==> config.mk <==
export PLATFORM = sky130hd
export DESIGN_NAME = hsi_capture_ctrl
export DESIGN_NICKNAME = d
export VERILOG_FILES = /design/src/rtl/hsi_pkg.sv /design/src/rtl/hsi_word_fifo.sv /design/src/rtl/hsi_capture_ctrl.sv
export SDC_FILE = /design/constraint.sdc
export NUM_CORES = 1
export LEC_CHECK = 0
export BUFFER_PORTS_ARGS = -buffer_cell sky130_fd_sc_hd__buf_4
export CORE_ASPECT_RATIO = 1.4
export CORE_MARGIN = 3
export CORE_UTILIZATION = 60
export DETAILED_ROUTE_END_ITERATION = 7
export GPL_ROUTABILITY_DRIVEN = 0
export MAX_ROUTING_LAYER = met4
export PLACE_DENSITY_LB_ADDON = 0.3
export SETUP_SLACK_MARGIN = 0.1
export SLEW_MARGIN = 20
export SYNTH_ARGS = -nofsm -noshare
export SYNTH_HDL_FRONTEND = slang
export SYNTH_SLANG_ARGS = --single-unit
==> constraint.sdc <==
create_clock -name clock -period 13.9 [get_ports clock]
set_input_delay 1.39 -clock clock [delete_from_list [all_inputs] [get_ports clock]]
set_output_delay 1.39 -clock clock [all_outputs]
set_load 0.02 [all_outputs]
==> src/rtl/hsi_pkg.sv <==
// hsi_pkg: shared state, constants and FIFO entry type for the HSI capture controller
package hsi_pkg;
  localparam int HSI_WORD_W = 32;
  localparam int HSI_ARM_CYCLES = 2;
  typedef enum logic [2:0] {DISABLED, ARM, WAIT, CAPTURE, ABORT} hsi_state_t;
  typedef struct packed {
    logic [HSI_WORD_W-1:0] data;
    logic [3:0]            index;
    logic                  last;
  } hsi_entry_t;
endpackage

==> src/rtl/hsi_word_fifo.sv <==
// hsi_word_fifo: synchronous word FIFO; a full FIFO still accepts a push when popping in the same cycle
module hsi_word_fifo
  import hsi_pkg::*;
#(
  parameter int FIFO_DEPTH = 4
) (
  input  logic       clock,
  input  logic       reset,
  input  logic       push,
  input  hsi_entry_t wr_entry,
  input  logic       pop,
  output hsi_entry_t rd_entry,
  output logic       empty,
  output logic       full
);
  localparam int AW = $clog2(FIFO_DEPTH);
  hsi_entry_t mem [FIFO_DEPTH];
  logic [AW-1:0] wr_ptr, rd_ptr;
  logic [AW:0] count;
  logic do_push, do_pop;
  assign empty = count == '0;
  assign full = count == (AW+1)'(FIFO_DEPTH);
  assign do_pop = pop && !empty;
  assign do_push = push && (!full || do_pop);
  assign rd_entry = mem[rd_ptr];
  always_ff @(posedge clock) begin
    if (reset) begin
      wr_ptr <= '0;
      rd_ptr <= '0;
      count <= '0;
      for (int i = 0; i < FIFO_DEPTH; i++) mem[i] <= '0;
    end else begin
      if (do_push) mem[wr_ptr] <= wr_entry;
      wr_ptr <= do_push ? wr_ptr + 1'b1 : wr_ptr;
      rd_ptr <= do_pop ? rd_ptr + 1'b1 : rd_ptr;
      count <= count + (AW+1)'(do_push) - (AW+1)'(do_pop);
    end
  end
endmodule

==> src/rtl/hsi_capture_ctrl.sv <==
// hsi_capture_ctrl: sequences the HSI tokenizer reset and groups its words into frames behind a valid/ready FIFO
module hsi_capture_ctrl
  import hsi_pkg::*;
#(
  parameter int FIFO_DEPTH = 4,
  parameter int TIMEOUT_W = 16
) (
  input  logic                  clock,
  input  logic                  reset,
  input  logic                  cfg_enable,
  input  logic [3:0]            cfg_frame_words,
  input  logic [TIMEOUT_W-1:0]  cfg_timeout,
  input  logic                  tok_valid,
  input  logic [HSI_WORD_W-1:0] tok_data,
  output logic                  tok_reset,
  output logic                  m_valid,
  input  logic                  m_ready,
  output logic [HSI_WORD_W-1:0] m_data,
  output logic [3:0]            m_index,
  output logic                  m_last,
  input  logic                  sts_clear,
  output logic                  sts_overflow,
  output logic                  sts_timeout,
  output logic [15:0]           sts_frame_count,
  output logic                  busy
);
  hsi_state_t state, state_next;
  logic [1:0] phase;
  logic [3:0] idx, cur_idx, n_last;
  logic [TIMEOUT_W-1:0] idle_cnt;
  logic accept, is_last, phase_done, timeout_hit, fifo_full, fifo_empty, drop;
  hsi_entry_t push_entry, head;
  assign n_last = (cfg_frame_words == 4'd0) ? 4'd0 : cfg_frame_words - 4'd1;
  assign cur_idx = (state == WAIT) ? 4'd0 : idx;
  assign is_last = cur_idx == n_last;
  assign accept = tok_valid && cfg_enable && (state == WAIT || state == CAPTURE);
  assign phase_done = phase == 2'(HSI_ARM_CYCLES - 1);
  // a word arriving on the deadline cycle keeps the frame alive
  assign timeout_hit = state == CAPTURE && cfg_enable && !tok_valid && cfg_timeout != '0 && idle_cnt + 1'b1 == cfg_timeout;
  assign drop = accept && fifo_full && !m_ready;
  assign m_valid = !fifo_empty;
  assign push_entry = '{data: tok_data, index: cur_idx, last: is_last};
  assign m_data = head.data;
  assign m_index = head.index;
  assign m_last = head.last;
  always_ff @(posedge clock) begin
    if (reset) begin
      state <= DISABLED;
      phase <= '0;
    end else begin
      state <= state_next;
      phase <= (state_next != state) ? 2'd0 : phase + 2'd1;
    end
  end
  always_comb begin
    state_next = state;
    case (state)
      DISABLED: state_next = cfg_enable ? ARM : DISABLED;
      ARM:      state_next = !cfg_enable ? DISABLED : (phase_done ? WAIT : ARM);
      WAIT:     state_next = !cfg_enable ? DISABLED : ((tok_valid && n_last != 4'd0) ? CAPTURE : WAIT);
      CAPTURE:  state_next = !cfg_enable ? DISABLED : ((accept && is_last) ? WAIT : (timeout_hit ? ABORT : CAPTURE));
      ABORT:    state_next = !phase_done ? ABORT : (cfg_enable ? WAIT : DISABLED);
      default:  state_next = DISABLED;
    endcase
  end
  always_comb busy = state == CAPTURE || state == ABORT;
  always_ff @(posedge clock) begin
    if (reset) begin
      tok_reset <= 1'b1;
      idx <= '0;
      idle_cnt <= '0;
      sts_frame_count <= '0;
      sts_overflow <= 1'b0;
      sts_timeout <= 1'b0;
    end else begin
      tok_reset <= !(state == WAIT || state == CAPTURE);
      idx <= accept ? (is_last ? 4'd0 : cur_idx + 4'd1) : idx;
      idle_cnt <= (state == CAPTURE && !tok_valid) ? idle_cnt + 1'b1 : '0;
      sts_frame_count <= sts_frame_count + 16'(accept && is_last);
      sts_overflow <= drop || (sts_overflow && !sts_clear);
      sts_timeout <= timeout_hit || (sts_timeout && !sts_clear);
    end
  end
  hsi_word_fifo #(.FIFO_DEPTH(FIFO_DEPTH)) u_fifo (
    .clock    (clock),
    .reset    (reset),
    .push     (accept),
    .wr_entry (push_entry),
    .pop      (m_ready),
    .rd_entry (head),
    .empty    (fifo_empty),
    .full     (fifo_full)
  );
endmodule

Word level (Yosys, flattened, before mapping). Memories as Yosys holds them, arrays and structs flattened. A register that Yosys moved wholly into a read port is not among the register bits. Index checks and enable logic that the tools add are counted.

Word-level logic and storage cells: 89. Output and inout bits: 58. Bits in writable memories: 148. Flip-flop bits (word level): 51. Memories kept: 1.

Memories: u_fifo.mem (depth 4, width 37, read ports 1, clocked after Yosys merged registers in 1, wr ports 4, line hsi_word_fifo.sv:17) `hsi_entry_t mem [FIFO_DEPTH];`.

Multiplexer cells: 24. Bitwise logic cells: 1. Reduce and logical (&&, ||, !) cells: 34. Add/subtract/negate cells: 9. Equal/unequal tests: 9.

Operators by type and width (number): 2-to-1 mux 37 bit (1); OR reduction 37 bit (1); adder 16 x 1 -> 16 bit (1); adder 16 x 1 -> 16 bit, second input constant (1); equality test 16 bit (1); nonzero test 16 bit (1); logical AND 1 bit (15); one-hot mux 3 bit (5 select lines) (1); 2-to-1 mux 2 bit (7); 2-to-1 mux 3 bit (4); 2-to-1 mux 4 bit (3); 2-to-1 mux 1 bit (8); adder 2 x 1 -> 2 bit, second input constant (3); equality test 3 x 2 -> 1 bit, second input constant (2); equality test 3 bit, second input constant (2); zero test 1 bit (6); zero test 3 bit (2); logical OR 1 bit (5); adder 4 x 1 -> 4 bit, second input constant (1); equality test 4 bit (1); zero test 4 bit (1); nonzero test 4 bit (1); OR reduction 2 bit (2); subtractor 4 x 1 -> 4 bit, second input constant (1); other kinds (6) (6).

Logic depth before layout (Yosys ltp). Gate-level depths: netlist of run 1.

Word-level depth: 11. Gate-level depth with buffers: 13. Mapped depth without buffers: 10.

Cells and area by module. A second synthesis of run 1 with hierarchy kept.

Cells, all modules: 714. Area, all modules: 9356.5 µm².

Modules (own cells, without submodules): hsi_word_fifo (area an instance 6812.8 µm², cells each 405, sequential area each 4624.4 µm², times used 1); hsi_capture_ctrl (area an instance 2543.7 µm², cells each 309, sequential area each 880.8 µm², times used 1).

Least setup slack after synthesis of run 1. Ideal clock, no wire load.

Path type: in2reg. Start: in cfg_enable. End: mem u_fifo.mem[1][0] in the netlist's numbering (enable). Cell stages on the path: 4. Setup slack: 8.840 ns. Arrival time: 4.577 ns. Required time: 13.417 ns. Library setup time: 0.483 ns. Cells stage by stage: nand3_1 > nor2_1 > nand2_1 > o21ai_0.

RTL lines: start: declaration (line hsi_capture_ctrl.sv:10) `input logic cfg_enable,`; end: declaration (line hsi_word_fifo.sv:17).

Final worst setup path of run 1.
Start: in cfg_frame_words[1]. End: reg sts_frame_count[5].

Longest elaborated chain between the ends: 5.

RTL lines: start: declaration (line hsi_capture_ctrl.sv:11) `input logic [3:0] cfg_frame_words,`; subtractor 4 x 1 -> 4 bit / zero test 4 bit (equally long branches) (line hsi_capture_ctrl.sv:33) `assign n_last = (cfg_frame_words == 4'd0) ? 4'd0 : cfg_frame_words - 4'd1;`; 2-to-1 mux 4 bit (*) (line hsi_capture_ctrl.sv:33); equality test 4 bit (*) (line hsi_capture_ctrl.sv:35) `assign is_last = cur_idx == n_last;`; logical AND 1 bit (*) (line hsi_capture_ctrl.sv:79) `sts_frame_count <= sts_frame_count + 16'(accept && is_last);`; adder 16 x 1 -> 16 bit (*) (line hsi_capture_ctrl.sv:79); end signal: assignment (line hsi_capture_ctrl.sv:79); end: declaration (line hsi_capture_ctrl.sv:24) `output logic [15:0] sts_frame_count,`.

Mark *: on every way between the ends. The rest lies on a longest branch, timed or not. A chain may end at the register's enable or synchronous reset.

==> impl_results.md, run 1 <==
* Status: complete, no violations
* # clock sinks at 201
* Top Usage Layer GRT: met2
* Global Route met3 Usage at 3.10%
* Routed len/inst at 18.9 um
* Mean Syn Cell Area at 12.2 sq um
* Via count at 6,253
* Root Driver: clkbuf_16
* Final antenna-violating net count at 0
* Worst path top cell family by delay: simple AND/OR/NAND/NOR gates
* Met2 Usage GRT at 44.6%
* Die Span X at 111 um
* EDFF count, synth at 148
* CP Buf/Inv Count at 1
* Max Cap Viol at 0
* Largest family of logic cells by synthesized area: simple AND/OR/NAND/NOR gates
* DR iter-0 viols at 428
* Netlist Area Pre-Place at 9180 sq um
* Worst-margin pin slew at 991 ps
* Syn nets at 816
* Final Hold Viols at 0
* Fin Setup TNS at 0 ps
* Mux contribution to synthesized area at 9.55%
* Met1 Use GR at 27.1%
* Adder-cell area share of the yosys netlist at 1.17%
* Port bufs at 115
* Total CTS buffers at 20
* Setup crit start kind: input port
* Number of global-route vias before repair at 6,682
* Path category of the worst min-delay check: register to register
* Post-CTS Setup Inserts at 0
* XOR/XNOR Fraction of Synth Area at 5.06%
* Synth Instances at 750
* Post-synthesis simple-gate area fraction at 16.7%
* Relative slew slack at 33.7%
* Min Tclk post-route at 3950 ps
* Final setup vio count at 0
* Post-synth cell types at 64
* Initial core utilization at 62.4%
* Drt total wl at 20,000 um
* Antenna violations before repair at 0
* Cell row count at 52
* DRT Pass-1 Iters at 5
* Critical path class: input port to register
* Worst-path clk slew at 60 ps
* Most frequent cells in the layout: 148 x edfxtp_1, 127 x nor2_1, 122 x buf_4
* H-tree lvl count at 1
* Synth area leaders: edfxtp_1 48%, dfxtp_1 12%, mux4_2 9.1%
* Worst EP required at 14,260 ps
* DP HPWL at 12,700 um
* Worst Path Max Fanout at 8
* GRT overflow at 0
* Fillers at 963
* Gr usage total at 24.4%
* Largest stage delay, worst path at 580 ps
* Final nets at 921
* Synth Area in Compound Gates at 3.87%
* Setup crit end kind: register
* Commonest non-fill, non-tap cell in the layout: edfxtp_1
* Core Region at 14,700 sq um
* Asr flop ratio synth at 0%
* Share of layout cells above drive strength 1 at 25.2%
* Pin count of the biggest net entering global routing at 39
* Hold WS at 442 ps
* Layout area overhead at 18.7%
* Register area share after synthesis at 60.0%
* Fmax at 0.253 GHz
* RSZ-0062 raised after global routing: false
* Cell Chain, Critical Path: buf_4 -> or3b_2 -> a2111oi_0 -> a31oi_1 -> a2bb2oi_1 -> nor3_1 -> ha_1 -> and3_1 -> nand3_1 -> xor2_1 -> nor2_1
* #FFs+latches synth at 201
* Die Area at 16,800 sq um
* Drt drc at 0
* Clk buf depth at 3
* Yosys warnings at 0
* Pwr per Cell Area at 138 nW/um^2
* Yosys top cell area share at 48.4%
* PostCTS Resize Cnt at 0
* Clock skew at 11.3 ps
* CTS tree: done
* Max-slew violation count at 0
* Vias per cell at 5.91
* IO Pins at 116
* WP data arrival at 4310 ps
* Slowest cell on crit path: nor3_1
* Die height at 152 um
* # hold bufs at CTS at 0
* Ys flop type: edfxtp_1
* Global-route wire length before repair at 32,600 um
* Diodes inserted at 0
* Synth area leader: edfxtp_1
* Pleak at 4.24 nW
* Worst-Skew Late Latency at 480 ps
* Fin crit share at 28.5%
* Worst VDD drop at 102 uV
==> synthesized netlist by cell type (3+ instances only) <==
| master | count |
|---|---|
| ha_1 | 7 |
| nor3_1 | 12 |
| nand3_1 | 11 |
| a31oi_1 | 5 |
| or3_1 | 4 |
| buf_1 | 4 |
| and2_1 | 34 |
| nor3b_1 | 4 |
| dfxtp_1 | 53 |
| xnor2_1 | 25 |
| o31a_1 | 3 |
| nand4_1 | 11 |
| xor2_1 | 20 |
| nor2_1 | 127 |
| o21ai_0 | 15 |
| a2111oi_0 | 3 |
| inv_1 | 49 |
| a21oi_1 | 6 |
| nor2b_1 | 9 |
| nor4_1 | 8 |
| and3_1 | 7 |
| o22ai_1 | 3 |
| mux4_2 | 37 |
| nand2b_1 | 3 |
| mux2_2 | 3 |
| clkbuf_1 | 32 |
| edfxtp_1 | 148 |
| nand2_1 | 62 |
==> flip-flops by register name, summed over array words and instances, names as in the netlist, named ones only <==
| signal | count |
|---|---|
| state | 3 |
| idx | 4 |
| idle_cnt | 16 |
| sts_overflow | 1 |
| u_fifo.rd_ptr | 2 |
| u_fifo.count | 3 |
| tok_reset | 1 |
| sts_frame_count | 16 |
| phase | 2 |
| sts_timeout | 1 |
| u_fifo.mem | 148 |
| u_fifo.wr_ptr | 2 |
==> stage by stage <==
stage | power (W) | cell area (sq um) | setup slack [ps] | util (%) | std cells
floorplan | 0.000881 | 9180 | 8840 | - | 750
global placement | 0.000982 | 10200 | 9620 | 69.6 | 1022
detailed placement | 0.000988 | 10200 | 9470 | 69.6 | 1022
CTS | 0.00152 | 10900 | 9990 | 74.1 | 1058
global route | 0.00156 | 10900 | 9770 | 74.1 | 1058
finish | 0.00150 | 10900 | 9950 | 74.1 | 1058
==> worst paths after layout <==
check	startpoint	to	slack [ps]	cells after the start
min reg2reg	phase[0]	phase[0]	440	1
max reg2reg	state[1]	sts_frame_count[5]	10460	10
max	cfg_frame_words[1]	sts_frame_count[5]	9950	11
min	phase[0]	phase[0]	440	1
==> layout make-up <==
cell class	instances	area, sq um	area share, %
sequential	201	5510	50.5
multi-input combinational	461	3400	31.2
timing repair buffer	122	916	8.40
clock buffer	22	529	4.85
tap	189	236	2.17
inverter	49	184	1.69
clock inverter	14	129	1.18
==> per-layer routing <==
metal / part of all wire [%] / up-vias
li1: - / 2875
met1: 36 / 3059
met2: 55 / 268
met3: 6.2 / 51
met4: 2.9 / 0
met5: 0 / -
==> worst register-to-register path, cell delays in order (launching register included) <==
cell       delay [ps]
dfxtp_1           480
nor3b_1           770
o21ai_0           220
o31a_1            140
a2bb2oi_1         160
nor3_1            540
ha_1              300
and3_1            340
nand3_1           150
xor2_1            160
nor2_1             60
==> cells by family (layout without fill, tap and decap cells) <==
logic type,count (synthesis),in the layout
simple gates,312,312
flops,201,201
buf+inv,88,207
compound gates,52,52
xor+xnor,48,48
mux,41,41
fa+ha+maj,8,8
==> report_power, final <==
part           internal [W]  switching (W)
Combinational      0.000142       0.000143
Sequential         0.000666      0.0000185
Clock              0.000314       0.000221
Total               0.00112       0.000383
(Power assumes the default switching activity.)
==> run 2, diff against run 1 <==
- CORE_UTILIZATION: 60 -> 58
- clock period: 13.9 -> 3.9 ns (I/O delays scaled with it)
==> run 2 against run 1 <==
Net effect:
- non-clock buffer count grew 7
- total power increased to 3.6 times the previous value
- first-iteration DRC count decreased by 25%
- design area is 0.51% higher
- critical endpoint is now u_fifo.mem[0][34]
- largest power group unchanged
- highest routed layer unchanged
==> impl_results.md, run 2 (synthesis gave the netlist of run 1 again) <==
* Clk buf depth at 3 (unchanged)
* GRT overflow at 0 (unchanged)
* Clock skew at 8.32 ps (-3.02 ps)
* Max reg flops at 148 (unchanged)
* Die Area at 17,400 sq um (+3.3%)
* Max Cap Viol at 0 (unchanged)
* Largest regs: u_fifo.mem: 148 flops, idle_cnt: 16 flops, sts_frame_count: 16 flops
* DR iter-0 viols at 321 (-25%)
* Relative slew slack at 23.4% (-10 points)
* Core Region at 15,300 sq um (+3.7%)
* Worst path top cell family by delay: simple AND/OR/NAND/NOR gates
* Total CTS buffers at 20 (unchanged)
* # hold bufs at CTS at 0 (unchanged)
* Fin cells at 1,068 (+0.95%)
* Pin count of the biggest net entering global routing at 38 (-2.6%)
* Worst EP required at 4020 ps (-10,240 ps)
* Die Span X at 112 um (+1.6%)
* Die height at 155 um (+1.6%)
* Final Cell Area at 11,000 sq um (+0.51%)
* Post-CTS Setup Inserts at 0 (unchanged)
* Fin crit share at 76.7%
* DP HPWL at 13,300 um (+5.0%)
* Slowest cell on crit path: dfxtp_1
* Diodes inserted at 0 (unchanged)
* Global-route wire length before repair at 33,100 um (+1.5%)
* WP data arrival at 3110 ps (-1200 ps)
* CTS tree: done
* IO Pins at 116 (unchanged)
* Fmax at 0.334 GHz
* # clock sinks at 201 (unchanged)
* Status: complete, no violations
* DP Cell Count at 1,032 (+0.98%)
* Worst-path clk slew at 60 ps (about the same)
* DRT Pass-1 Iters at 4 (-1)
* Max-slew violation count at 0 (unchanged)
* Pwr per Cell Area at 490 nW/um^2 (+250%)
* Commonest non-fill, non-tap cell in the layout: edfxtp_1
* Worst-margin pin slew at 1150 ps (+156 ps)
* Cell Chain, Critical Path: and2b_1 -> nand3_1 -> nor2_1 -> nand2_1 -> or3_1 -> nand2_2 -> buf_4
* Largest stage delay, worst path at 470 ps (-110 ps)
* Gr usage total at 24.5% (+0.12 points)
* Final Hold Viols at 0 (unchanged)
* Routed len/inst at 19.1 um (+1.2%)
* Most flop-heavy register: u_fifo.mem
* Critical path class: register to register
* Most frequent cells in the layout: 148 x edfxtp_1, 128 x buf_4, 127 x nor2_1
* Total power at 0.00536 W (+260%)
* Pleak at 4.27 nW (+0.82%)
* Final antenna-violating net count at 0 (unchanged)
* DP Area at 10,300 sq um (+0.67%)
* Final nets at 928 (+0.76%)
* Cell row count at 53 (+1.9%)
* Drt drc at 0 (unchanged)
* Setup crit end kind: register
* Layout area overhead at 19.3%
* CP Buf/Inv Count at 1 (unchanged)
* Share of layout cells above drive strength 1 at 25.3% (+0.14 points)
* RSZ-0062 raised after global routing: false
* Drt total wl at 20,400 um (+2.1%)
* Worst-Skew Late Latency at 490 ps (about the same)
* H-tree lvl count at 1 (unchanged)
* PostCTS Resize Cnt at 0 (unchanged)
* Final setup vio count at 0 (unchanged)
* Worst Path Max Fanout at 37 (+29)
* Root Driver: clkbuf_16
* Via count at 6,196 (-0.91%)
* Number of global-route vias before repair at 6,620 (-0.93%)
* Worst VDD drop at 410 uV (+300%)
* Initial core utilization at 60.2% (-2.2 points)
* Setup crit start kind: register
* Path category of the worst min-delay check: input port to register
* Fin Setup TNS at 0 ps (unchanged)
* Min Tclk post-route at 2990 ps
* Vias per cell at 5.80 (-1.8%)
* Port bufs at 115 (unchanged)
* Antenna violations before repair at 0 (unchanged)
## run 2: changes by cell type in the layout (fill, tap and decap cells not counted), sizes merged
cell / change
clkbuf: +8
buf: +7
clkinv: -4
clkinvlp: -2
bufinv: -1
inv: -1
## run 2: worst paths after layout
kind / startpoint / end / slack, ps / depth (start not counted)
setup / recovery: state[1] / u_fifo.mem[0][34] / 910 / 7
setup reg to reg: state[1] / u_fifo.mem[0][34] / 910 / 7
hold reg to reg: phase[0] / phase[0] / 430 / 1
hold / removal: tok_data[11] / u_fifo.mem[0][16] / 190 / 2
## run 2: worst register-to-register path, cell delays in order (launching register included)
cell and delay [ps]:
dfxtp_1 470, and2b_1 290, nand3_1 310, nor2_1 380, nand2_1 150, or3_1 430, nand2_2 100, buf_4 460
## run 2: final cells by class
type	count	area (sq um)
Sequential cell	201	5510
Fill cell	1042	4300
Multi-Input combinational cell	461	3390
Timing Repair Buffer	129	981
Clock buffer	30	589
Tap cell	192	240
Inverter	49	184
Clock inverter	6	61.3
## run 2: through the flow
stage	setup WS, ps	utilization [%]	hold WS [ps]
after floorplan	-445	-	407
after global placement	919	67.6	415
after detailed placement	850	67.6	441
after CTS	891	71.8	181
after global routing	669	71.8	190
final	909	71.8	194
## run 2: power breakdown
| group | switching [W] | internal [W] |
|---|---|---|
| Combinational | 0.000481 | 0.000518 |
| Sequential | 0.000107 | 0.00237 |
| Clock | 0.000770 | 0.00112 |
## run 2: routing by layer
layer / global-route usage (%) / part of all wire, %
met1: 28.1 / 37
met2: 44.6 / 55
met3: 3.39 / 5.7
met4: 7.39 / 2.5
met5: - / 0
==> run 3, diff against run 2 <==
- ABC_AREA: unset -> 1
- CORE_UTILIZATION: 58 -> 53
- clock period: 3.9 -> 2.7 ns (I/O delays scaled with it)
==> run 3 against run 2 <==
Net effect:
- the flow now finishes with violations (setup timing)
- hold slack worse by 150 ps
- global-route usage down 0.84 points
- total power rose by 53%
==> impl_results.md, run 3 <==
* Status: finished, violations left
* Failing checks: setup timing
* Worst Path Max Fanout at 5 (-86%)
* Worst-margin pin slew at 780 ps (-367 ps)
* Pwr per Cell Area at 699 nW/um^2 (+43%)
* Total CTS buffers at 19 (-5.0%)
* DP HPWL at 14,100 um (+5.7%)
* Mean Syn Cell Area at 8.94 sq um (-27%)
* Clk buf depth at 3 (unchanged)
* Setup crit end kind: register
* # clock sinks at 201 (unchanged)
* Most flop-heavy register: u_fifo.mem
* Final Hold Viols at 0 (unchanged)
* DP Area at 10,800 sq um (+5.2%)
* Cell row count at 57 (+7.5%)
* Post-synth cell types at 36 (-44%)
* Min Tclk post-route at 2710 ps (-282 ps)
* Cell Chain, Critical Path: nand3_4 -> nand2_4 -> xor2_1 -> nand2_1 -> nor2_2 -> inv_2 -> nor2_4 -> ha_4 -> nand3_4 -> nor3_4 -> nand3_2 -> nor2_4 -> nand2_2 -> nor2_4 -> nand3_4 -> nor2_4 -> nand3_1 -> o21ai_1 -> a21oi_1
* Critical path class: register to register
* Root Driver: clkbuf_16
* H-tree lvl count at 1 (unchanged)
* Initial core utilization at 54.3% (-5.9 points)
* Switching power at 0.00236 W (+74%)
* Most frequent cells in the layout: 241 x nor2_1, 161 x buf_4, 148 x edfxtp_1
* Worst VDD drop at 495 uV (+21%)
* Gr usage total at 23.7% (-0.84 points)
* Layout area overhead at 23.5%
* Drt drc at 0 (unchanged)
* Fin Setup TNS at -11.4 ps (-11.4 ps)
* Reg power frac at 42.8% (-3.4 points)
* DRT Pass-1 Iters at 4 (unchanged)
* Max Cap Viol at 0 (unchanged)
* Routed len/inst at 15.5 um (-19%)
* Fin crit share at 100% (+24 points)
* Yosys top cell area share at 46.9% (-1.5 points)
* Final nets at 1,269 (+37%)
* Die height at 164 um (+6.1%)
* Sw frac at 28.8% (+3.5 points)
* Netlist Area Pre-Place at 9480 sq um (+3.3%)
* Cell repeated most along the worst path: nor2_4
* Clock skew at 7.88 ps (-0.447 ps)
* XOR/XNOR Fraction of Synth Area at 0.937% (-4.1 points)
* Share of layout cells above drive strength 1 at 21.7% (-3.6 points)
* Final setup margin at -8.45 ps (-918 ps)
* Fmax at 0.369 GHz (+10%)
* Worst-path clk slew at 60 ps (about the same)
* Ys flop type: edfxtp_1
* #FFs+latches synth at 201 (unchanged)
* Post-synthesis simple-gate area fraction at 22.4% (+5.7 points)
* Relative slew slack at 47.9% (+25 points)
* Post-synth top cells: 250 x nor2_1, 148 x edfxtp_1, 135 x inv_1, 120 x nand2_1, 93 x o21ai_0
* Number of global-route vias before repair at 7,675 (+16%)
* Synth Area in Compound Gates at 9.76% (+5.9 points)
* Final Cell Area at 11,700 sq um (+6.9%)
* Adder-cell area share of the yosys netlist at 1.13% (-0.037 points)
* Final core area utilization at 67.0% (-4.8 points)
* IO Pins at 116 (unchanged)
* Power share of the combinational group at 23.5% (+4.9 points)
* DP Cell Count at 1,404 (+36%)
* Die Area at 19,600 sq um (+12%)
* Core Region at 17,500 sq um (+15%)
* Asr flop ratio synth at 0% (unchanged)
* Die Span X at 119 um (+6.0%)
* Final antenna-violating net count at 0 (unchanged)
* Most frequent cell after synthesis: nor2_1
* Diodes inserted at 0 (unchanged)
* Worst-Skew Late Latency at 480 ps (about the same)
* Synth area leaders: edfxtp_1 47%, dfxtp_1 11%, nor2_1 9.9%
* CTS tree: done
* Fin cells at 1,451 (+36%)
* Vias per cell at 5.28 (-9.0%)
* CP Buf/Inv Count at 1 (unchanged)
* Synth area leader: edfxtp_1
* Setup slack, reg-to-reg at -8 ps (-920 ps)
* Antenna violations before repair at 0 (unchanged)
* Largest regs: u_fifo.mem: 148 flops, idle_cnt: 16 flops, sts_frame_count: 16 flops
* Path category of the worst min-delay check: input port to register
* EDFF count, synth at 148 (unchanged)
* # hold bufs at CTS at 0 (unchanged)
* Clk pwr share at 33.8% (-1.4 points)
* Final setup vio count at 2 (+2)
* WP data arrival at 3070 ps (-40 ps)
* DR iter-0 viols at 582 (+81%)
* Slowest cell on crit path: dfxtp_1
* RSZ-0062 raised after global routing: true
* Max reg flops at 148 (unchanged)
* Pleak at 4.68 nW (+9.6%)
* Largest stage delay, worst path at 380 ps (-90 ps)
* Global-route wire length before repair at 36,100 um (+9.2%)
* Synth Instances at 1,061 (+41%)
* Max-slew violation count at 0 (unchanged)
* GRT overflow at 0 (unchanged)
* Cell Int Power at 0.00583 W (+45%)
* Setup crit start kind: register
* Register area share after synthesis at 58.1% (-1.9 points)
* Commonest non-fill, non-tap cell in the layout: nor2_1
* Worst EP required at 3070 ps (-950 ps)
* Port bufs at 115 (unchanged)
* Pin count of the biggest net entering global routing at 58 (+53%)
* Mux contribution to synthesized area at 0% (-9.6 points)
* Largest family of logic cells by synthesized area: simple AND/OR/NAND/NOR gates
* Syn nets at 1,127 (+38%)
* Via count at 7,659 (+24%)
* Drt total wl at 22,400 um (+10%)
* Worst path top cell family by delay: simple AND/OR/NAND/NOR gates
* Yosys warnings at 0 (unchanged)
==> run 3: cell type report <==
| type | instances | area, sq um |
|---|---|---|
| Inverter | 140 | 526 |
| Sequential cell | 201 | 5510 |
| Clock buffer | 26 | 542 |
| Clock inverter | 7 | 109 |
| Fill cell | 1393 | 5760 |
| Multi-Input combinational cell | 675 | 3420 |
| Timing Repair Buffer | 166 | 1310 |
| Tap cell | 236 | 295 |
==> run 3: power groups by stage <==
| stage | logic (W) | clock network [W] | registers, W |
|---|---|---|---|
| global placement | 0.00190 | 0 | 0.00356 |
| finish | 0.00192 | 0.00277 | 0.00350 |
| floorplan | 0.00117 | 0 | 0.00352 |
| CTS | 0.00195 | 0.00282 | 0.00350 |
| global route | 0.00210 | 0.00295 | 0.00351 |
| detailed placement | 0.00194 | 0 | 0.00357 |
==> run 3: cells by family (layout without fill, tap and decap cells) <==
| family | count (synthesis) | count (layout) |
|---|---|---|
| compound gates | 169 | 169 |
| xor+xnor | 7 | 7 |
| fa+ha+maj | 8 | 8 |
| buf+inv | 185 | 339 |
| flops | 201 | 201 |
| simple gates | 491 | 491 |
==> run 3: worst min-delay path, delay by kind of cell <==
kind	cells	cell delay (ps)
simple gates	1	50
buf+inv	2	120
compound gates	1	50
==> run 3: routing by layer <==
layer	up-vias	GRT usage (%)	part of all wire, %
met5	-	-	0
met4	0	10.0	3.1
met3	52	3.07	5.6
met2	223	42.9	54
met1	3574	26.2	38
li1	3810	-	-
==> run 3: per-stage QoR <==
step	total power, W	hold slack [ps]	setup WS, ps
4_1_cts	0.00826	38.0	25.9
5_1_grt	0.00856	69.8	-196
2_1_floorplan	0.00468	349	-68.1
6_report	0.00819	45.9	-8.45
3_3_place_gp	0.00546	416	-227
3_5_place_dp	0.00550	424	-329
==> run 3: path summary, 6_finish.rpt <==
kind	startpoint	to	depth (start not counted)
max	state[1]	sts_frame_count[15]	19
max reg2reg	state[1]	sts_frame_count[15]	19
min	sts_clear	sts_overflow	4
min reg2reg	phase[0]	phase[0]	1
==> run 3: timing repair <==
action / in CTS / in global routing
endpoints found under the setup margin: 5 / 9
pin swaps: 1 / 4
resized for setup: 21 / 10
setup buffers: 9 / 5
